## src/rtl/hls_deadlock_report_collector.sv

```systemverilog
`default_nettype none
// ============================================================================
//  Module   : hls_deadlock_report_collector
//  Purpose  : Confirms a persistent deadlock from the per-instance monitor
//             block flags and issues one timestamped report per episode.
//  Options  : HLS_DEADLOCK_STICKY_IRQ_EN - sticky interrupt with irq_clear.
//  Revision : 1.0 - initial release
// ============================================================================
module hls_deadlock_report_collector #(
  parameter int NUM_MON        = 4,
  parameter int CONFIRM_CYCLES = 1024,
  parameter int TS_W           = 32
) (
  input  logic               clock,
  input  logic               reset_n,
  input  logic [NUM_MON-1:0] mon_block,
  output logic               report_valid,
  input  logic               report_ready,
  output logic [NUM_MON-1:0] report_mask,
  output logic [TS_W-1:0]    report_ts,
  output logic [7:0]         deadlock_cnt,
  input  logic               irq_clear,
  output logic               deadlock_irq
);

  localparam int                PCNT_W    = $clog2(CONFIRM_CYCLES + 1);
  localparam logic [PCNT_W-1:0] PCNT_ONE  = PCNT_W'(1);
  localparam logic [PCNT_W-1:0] PCNT_LAST = PCNT_W'(CONFIRM_CYCLES - 1);
  localparam logic [TS_W-1:0]   TS_ONE    = TS_W'(1);
  localparam logic [7:0]        CNT_ONE   = 8'd1;
  localparam logic [7:0]        CNT_MAX   = 8'hFF;
  localparam bit                SINGLE    = (CONFIRM_CYCLES == 1);

  typedef enum logic [1:0] {
    S_IDLE    = 2'd0,
    S_SUSPECT = 2'd1,
    S_REPORT  = 2'd2,
    S_DRAIN   = 2'd3
  } state_t;

  state_t             state_q, state_d;
  logic [PCNT_W-1:0]  pcnt_q, pcnt_d;
  logic [TS_W-1:0]    ts_q, ts_d;
  logic [NUM_MON-1:0] mask_q, mask_d;
  logic [TS_W-1:0]    rts_q, rts_d;
  logic [7:0]         cnt_q, cnt_d;
  logic               valid_q, valid_d;
  logic               any_blk;
  logic               capture;

  always_comb begin
    any_blk = |mon_block;
    ts_d    = ts_q + TS_ONE;
    state_d = state_q;
    pcnt_d  = pcnt_q;
    capture = 1'b0;

    case (state_q)
      S_IDLE: begin
        pcnt_d = '0;
        if (any_blk) begin
          if (SINGLE) begin
            capture = 1'b1;
          end else begin
            state_d = S_SUSPECT;
            pcnt_d  = PCNT_ONE;
          end
        end
      end
      S_SUSPECT: begin
        // Any idle cycle means the dataflow made progress: restart persistence.
        if (!any_blk) begin
          state_d = S_IDLE;
          pcnt_d  = '0;
        end else if (pcnt_q == PCNT_LAST) begin
          capture = 1'b1;
        end else begin
          pcnt_d = pcnt_q + PCNT_ONE;
        end
      end
      S_REPORT: begin
        if (report_ready) begin
          state_d = S_DRAIN;
        end
      end
      S_DRAIN: begin
        if (!any_blk) begin
          state_d = S_IDLE;
        end
      end
      default: begin
        state_d = S_IDLE;
        pcnt_d  = '0;
      end
    endcase

    if (capture) begin
      state_d = S_REPORT;
      pcnt_d  = '0;
    end

    valid_d = (state_d == S_REPORT);
    mask_d  = capture ? mon_block : mask_q;
    rts_d   = capture ? ts_q : rts_q;
    cnt_d   = (capture && (cnt_q != CNT_MAX)) ? (cnt_q + CNT_ONE) : cnt_q;
  end

  always_ff @(posedge clock or negedge reset_n) begin
    if (!reset_n) begin
      state_q <= S_IDLE;
      pcnt_q  <= '0;
      ts_q    <= '0;
      mask_q  <= '0;
      rts_q   <= '0;
      cnt_q   <= '0;
      valid_q <= 1'b0;
    end else begin
      state_q <= state_d;
      pcnt_q  <= pcnt_d;
      ts_q    <= ts_d;
      mask_q  <= mask_d;
      rts_q   <= rts_d;
      cnt_q   <= cnt_d;
      valid_q <= valid_d;
    end
  end

  assign report_valid = valid_q;
  assign report_mask  = mask_q;
  assign report_ts    = rts_q;
  assign deadlock_cnt = cnt_q;

`ifdef HLS_DEADLOCK_STICKY_IRQ_EN
  logic irq_q, irq_d;

  // A new report outranks a simultaneous clear so no episode goes unsignalled.
  always_comb begin
    irq_d = irq_q;
    if (capture) begin
      irq_d = 1'b1;
    end else if (irq_clear) begin
      irq_d = 1'b0;
    end
  end

  always_ff @(posedge clock or negedge reset_n) begin
    if (!reset_n) begin
      irq_q <= 1'b0;
    end else begin
      irq_q <= irq_d;
    end
  end

  assign deadlock_irq = irq_q;
`else
  logic unused_irq_clear;
  assign unused_irq_clear = irq_clear;
  assign deadlock_irq     = valid_q;
`endif

endmodule
`default_nettype wire

```

## config.mk

```make
export PLATFORM = sky130hd
export DESIGN_NAME = hls_deadlock_report_collector
export DESIGN_NICKNAME = d
export VERILOG_FILES = /design/src/rtl/hls_deadlock_report_collector.sv
export SDC_FILE = /design/constraint.sdc
export NUM_CORES = 1
export LEC_CHECK = 0
export ABC_AREA = 1
export CAP_MARGIN = 20
export CORE_UTILIZATION = 35
export CTS_BUF_LIST = sky130_fd_sc_hd__clkbuf_16
export CTS_CLUSTER_DIAMETER = 100
export CTS_CLUSTER_SIZE = 16
export DETAILED_ROUTE_END_ITERATION = 8
export HOLD_SLACK_MARGIN = 0.15
export MAX_ROUTING_LAYER = met4
export SLEW_MARGIN = 25
export SYNTH_ARGS = -nofsm -noshare
export SYNTH_HDL_FRONTEND = slang
export SYNTH_SLANG_ARGS = --single-unit
```

## constraint.sdc

```tcl
create_clock -name clock -period 4.58 [get_ports clock]
set_clock_uncertainty 0.05 [all_clocks]
set_input_delay 0.458 -clock clock [delete_from_list [all_inputs] [get_ports clock]]
set_output_delay 0.458 -clock clock [all_outputs]
set_load 0.01 [all_outputs]
```

==> reports/metrics.yaml <==
status: "finished clean"
clk_latency_ps: 340
critPathKind: "reg -> reg"
worstMarginPinSlew_ps: 918.1
grt_max_degree: 64
async_flop_share_pct: 100.0
rsz0062_at_grt: "false"
coreArea_sq_um: 12670
start_util_pct: 35.98
placed_cell_area_sq_um: 5202
reg2reg_depth: 8
cts_tree: "yes"
num_rows: 41
routed_wl_um: 10050
io_buffers: 52
ant_nets: 0
diodes: 0
design_area_sq_um: 5483
cp-end-kind: "register"
drt_iter0_drc: 213
holdPathEnd: "ts_q[31]"
yosysTopAreaCell: "dfrtp_1"
cts_resized: 0
dieHeight_um: 116.1
nNetsFinal: 609
slew_headroom_pct: 38.79
r2r-end: "report_ts[31]"
min_period_over_period_pct: 47.41
setup_ws_ps: 2409
setup_tns_ps: 0
ios: 54
drc: 0
h-tree-depth: 3
hp-class: "reg -> reg"
max_freq_mhz: 460.5
hold_depth: 2
maxCapViolCount: 0
synth_top_area_share_pct: 49.40
syn_area_sq_um: 4559
die_x_um: 116.1
wl_per_cell_um: 12.97
synth_edf_count: 0
avgSynthCellArea_sq_um: 8.397
synth_nets: 554
vias_per_cell: 4.648
syn_inst: 543
overflow: 0
p_per_area_nw_per_um2: 305.2
place_ws_ps: 2180
cts.clk_slew.worst_paths_ps: 60
dp_hpwl_um: 7436
die-area_sq_um: 13490
area_growth_pct: 20.25
grt_usage_pct: 16.87
hold_violations: 0
vdd_drop_max_uv: 220.0
synth_ff_type: "dfrtp_1"
drt_first_pass_iters: 5
power.leakage_nw: 2.543
synthMostInstantiatedCell: "nand2_1"
yosysUniqueCellTypes: 30
setup_viol: 0
nFillCells: 1279
crit_path_max_fanout: 63
yosysSeqAreaShare_pct: 49.40
hp-start: "ts_q[31]"
antenna_found_initial: 0
reg2reg_from: "pcnt_q[0]"
gp_congestion: 0.9008
numCtsBuffers: 9
cts-root-buf: "clkbuf_16"
vias: 3602
worst_hold_slack_ps: 424.0
layout-drive-gt1-share_pct: 14.59
ff2ff_setup_slack_ps: 2410
yosys-top-cells-count: "174 x nand2_1, 90 x dfrtp_1, 52 x inv_1"
ys_ff_latch: 90
start_kind: "register"
min_period_ps: 2171
grt_pass1_vias: 3526
cts_sinks: 90
cp.arrival_ps: 2320
cp.required_ps: 4730
cts_max_path_buffers: 2
grt_pass1_wl_um: 16840
final_max_slew_viol_count: 0
ys_warn_count: 0
synthTopCellsByArea: "dfrtp_1 49%, nand2_1 14%, o21ai_2 5.0%, inv_1 4.3%, nand3_1 4.2%"
power.total_w: 0.001673
-- repair_timing --
action	in CTS	in global routing
setup buffers	0	0
endpoints found under the hold margin	42	0
hold buffers	1	0
-- metal layers --
layer	track usage [%]	vias to the layer above	share of wire (%)
li1	-	1825	-
met4	4.701	0	1.8
met3	4.567	14	4.3
met1	20.44	1682	46
met5	-	-	0
met2	27.66	81	48
-- cells by family after synthesis --
family | after synthesis | synth area share, %
AND/OR/NAND/NOR | 320 | 31.75
flip-flops | 90 | 49.40
buffers and inverters | 68 | 6.915
AO/OA/AOI/OAI | 40 | 6.888
XOR/XNOR | 22 | 4.226
adder cells (fa/ha/maj) | 3 | 0.8234
-- critical path, stage by stage (launching register included) --
cell	delay [ps]
dfrtp_1	410
ha_1	260
nand2_2	90
nor2_4	140
nand2_4	90
nor2_8	150
nand2_4	480
nand2_1	250
o21ai_2	70
-- layout make-up --
type / instances / area [sq um] / share of cell area (%)
multi-input cells: 385 / 1992 / 36.33
repair buffers: 54 / 535.5 / 9.767
flip-flops and latches: 90 / 2252 / 41.08
clock inverters: 7 / 45.04 / 0.8215
well taps: 172 / 215.2 / 3.925
clock buffers: 9 / 225.2 / 4.108
inverters: 58 / 217.7 / 3.971
-- through the flow --
| step | std cells | util [%] |
|---|---|---|
| 5_1_grt | 775 | 43.27 |
| 3_3_place_gp | 758 | 41.06 |
| 2_1_floorplan | 543 | - |
| 4_1_cts | 775 | 43.27 |
| 3_5_place_dp | 758 | 41.06 |
| 6_report | 775 | 43.27 |
-- cells in the final DEF, fill, tap and decap left out, drive strengths merged, types with 2 or more instances in the layout --
cell	count
buf	2
clkbuf	9
clkdlybuf4s50	51
clkinv	3
clkinvlp	3
dfrtp	90
ha	3
inv	59
nand2	202
nand3	40
nand4	11
nor2	53
nor3	12
o21ai	34
o22ai	2
xnor2	4
xor2	18
-- power by group --
| part | switching (W) | leakage (nW) | total, W | internal (W) |
|---|---|---|---|---|
| sequential | 0.0000439 | 1.22 | 0.000872 | 0.000828 |
| combinational | 0.0000731 | 1.20 | 0.000124 | 0.0000507 |
| clock | 0.000313 | 0.125 | 0.000678 | 0.000365 |
-- how the worst max path moves through the flow --
stage,cells after the start,start,end
5_1_grt,6,state_q[1],report_ts[31]
3_3_place_gp,6,mon_block[1],report_ts[1]
3_5_place_dp,6,mon_block[1],report_ts[0]
2_1_floorplan,9,pcnt_q[0],report_ts[14]
4_1_cts,6,state_q[1],report_ts[31]
6_report,8,pcnt_q[0],report_ts[31]
-- registers in the layout, summed over array words and instances (netlist names) --
signal,flops
report_ts,32
ts_q,32
pcnt_q,11
deadlock_cnt,8
report_mask,4
state_q,2
deadlock_irq,1
Note: power is estimated with default switching activity, not from simulation.
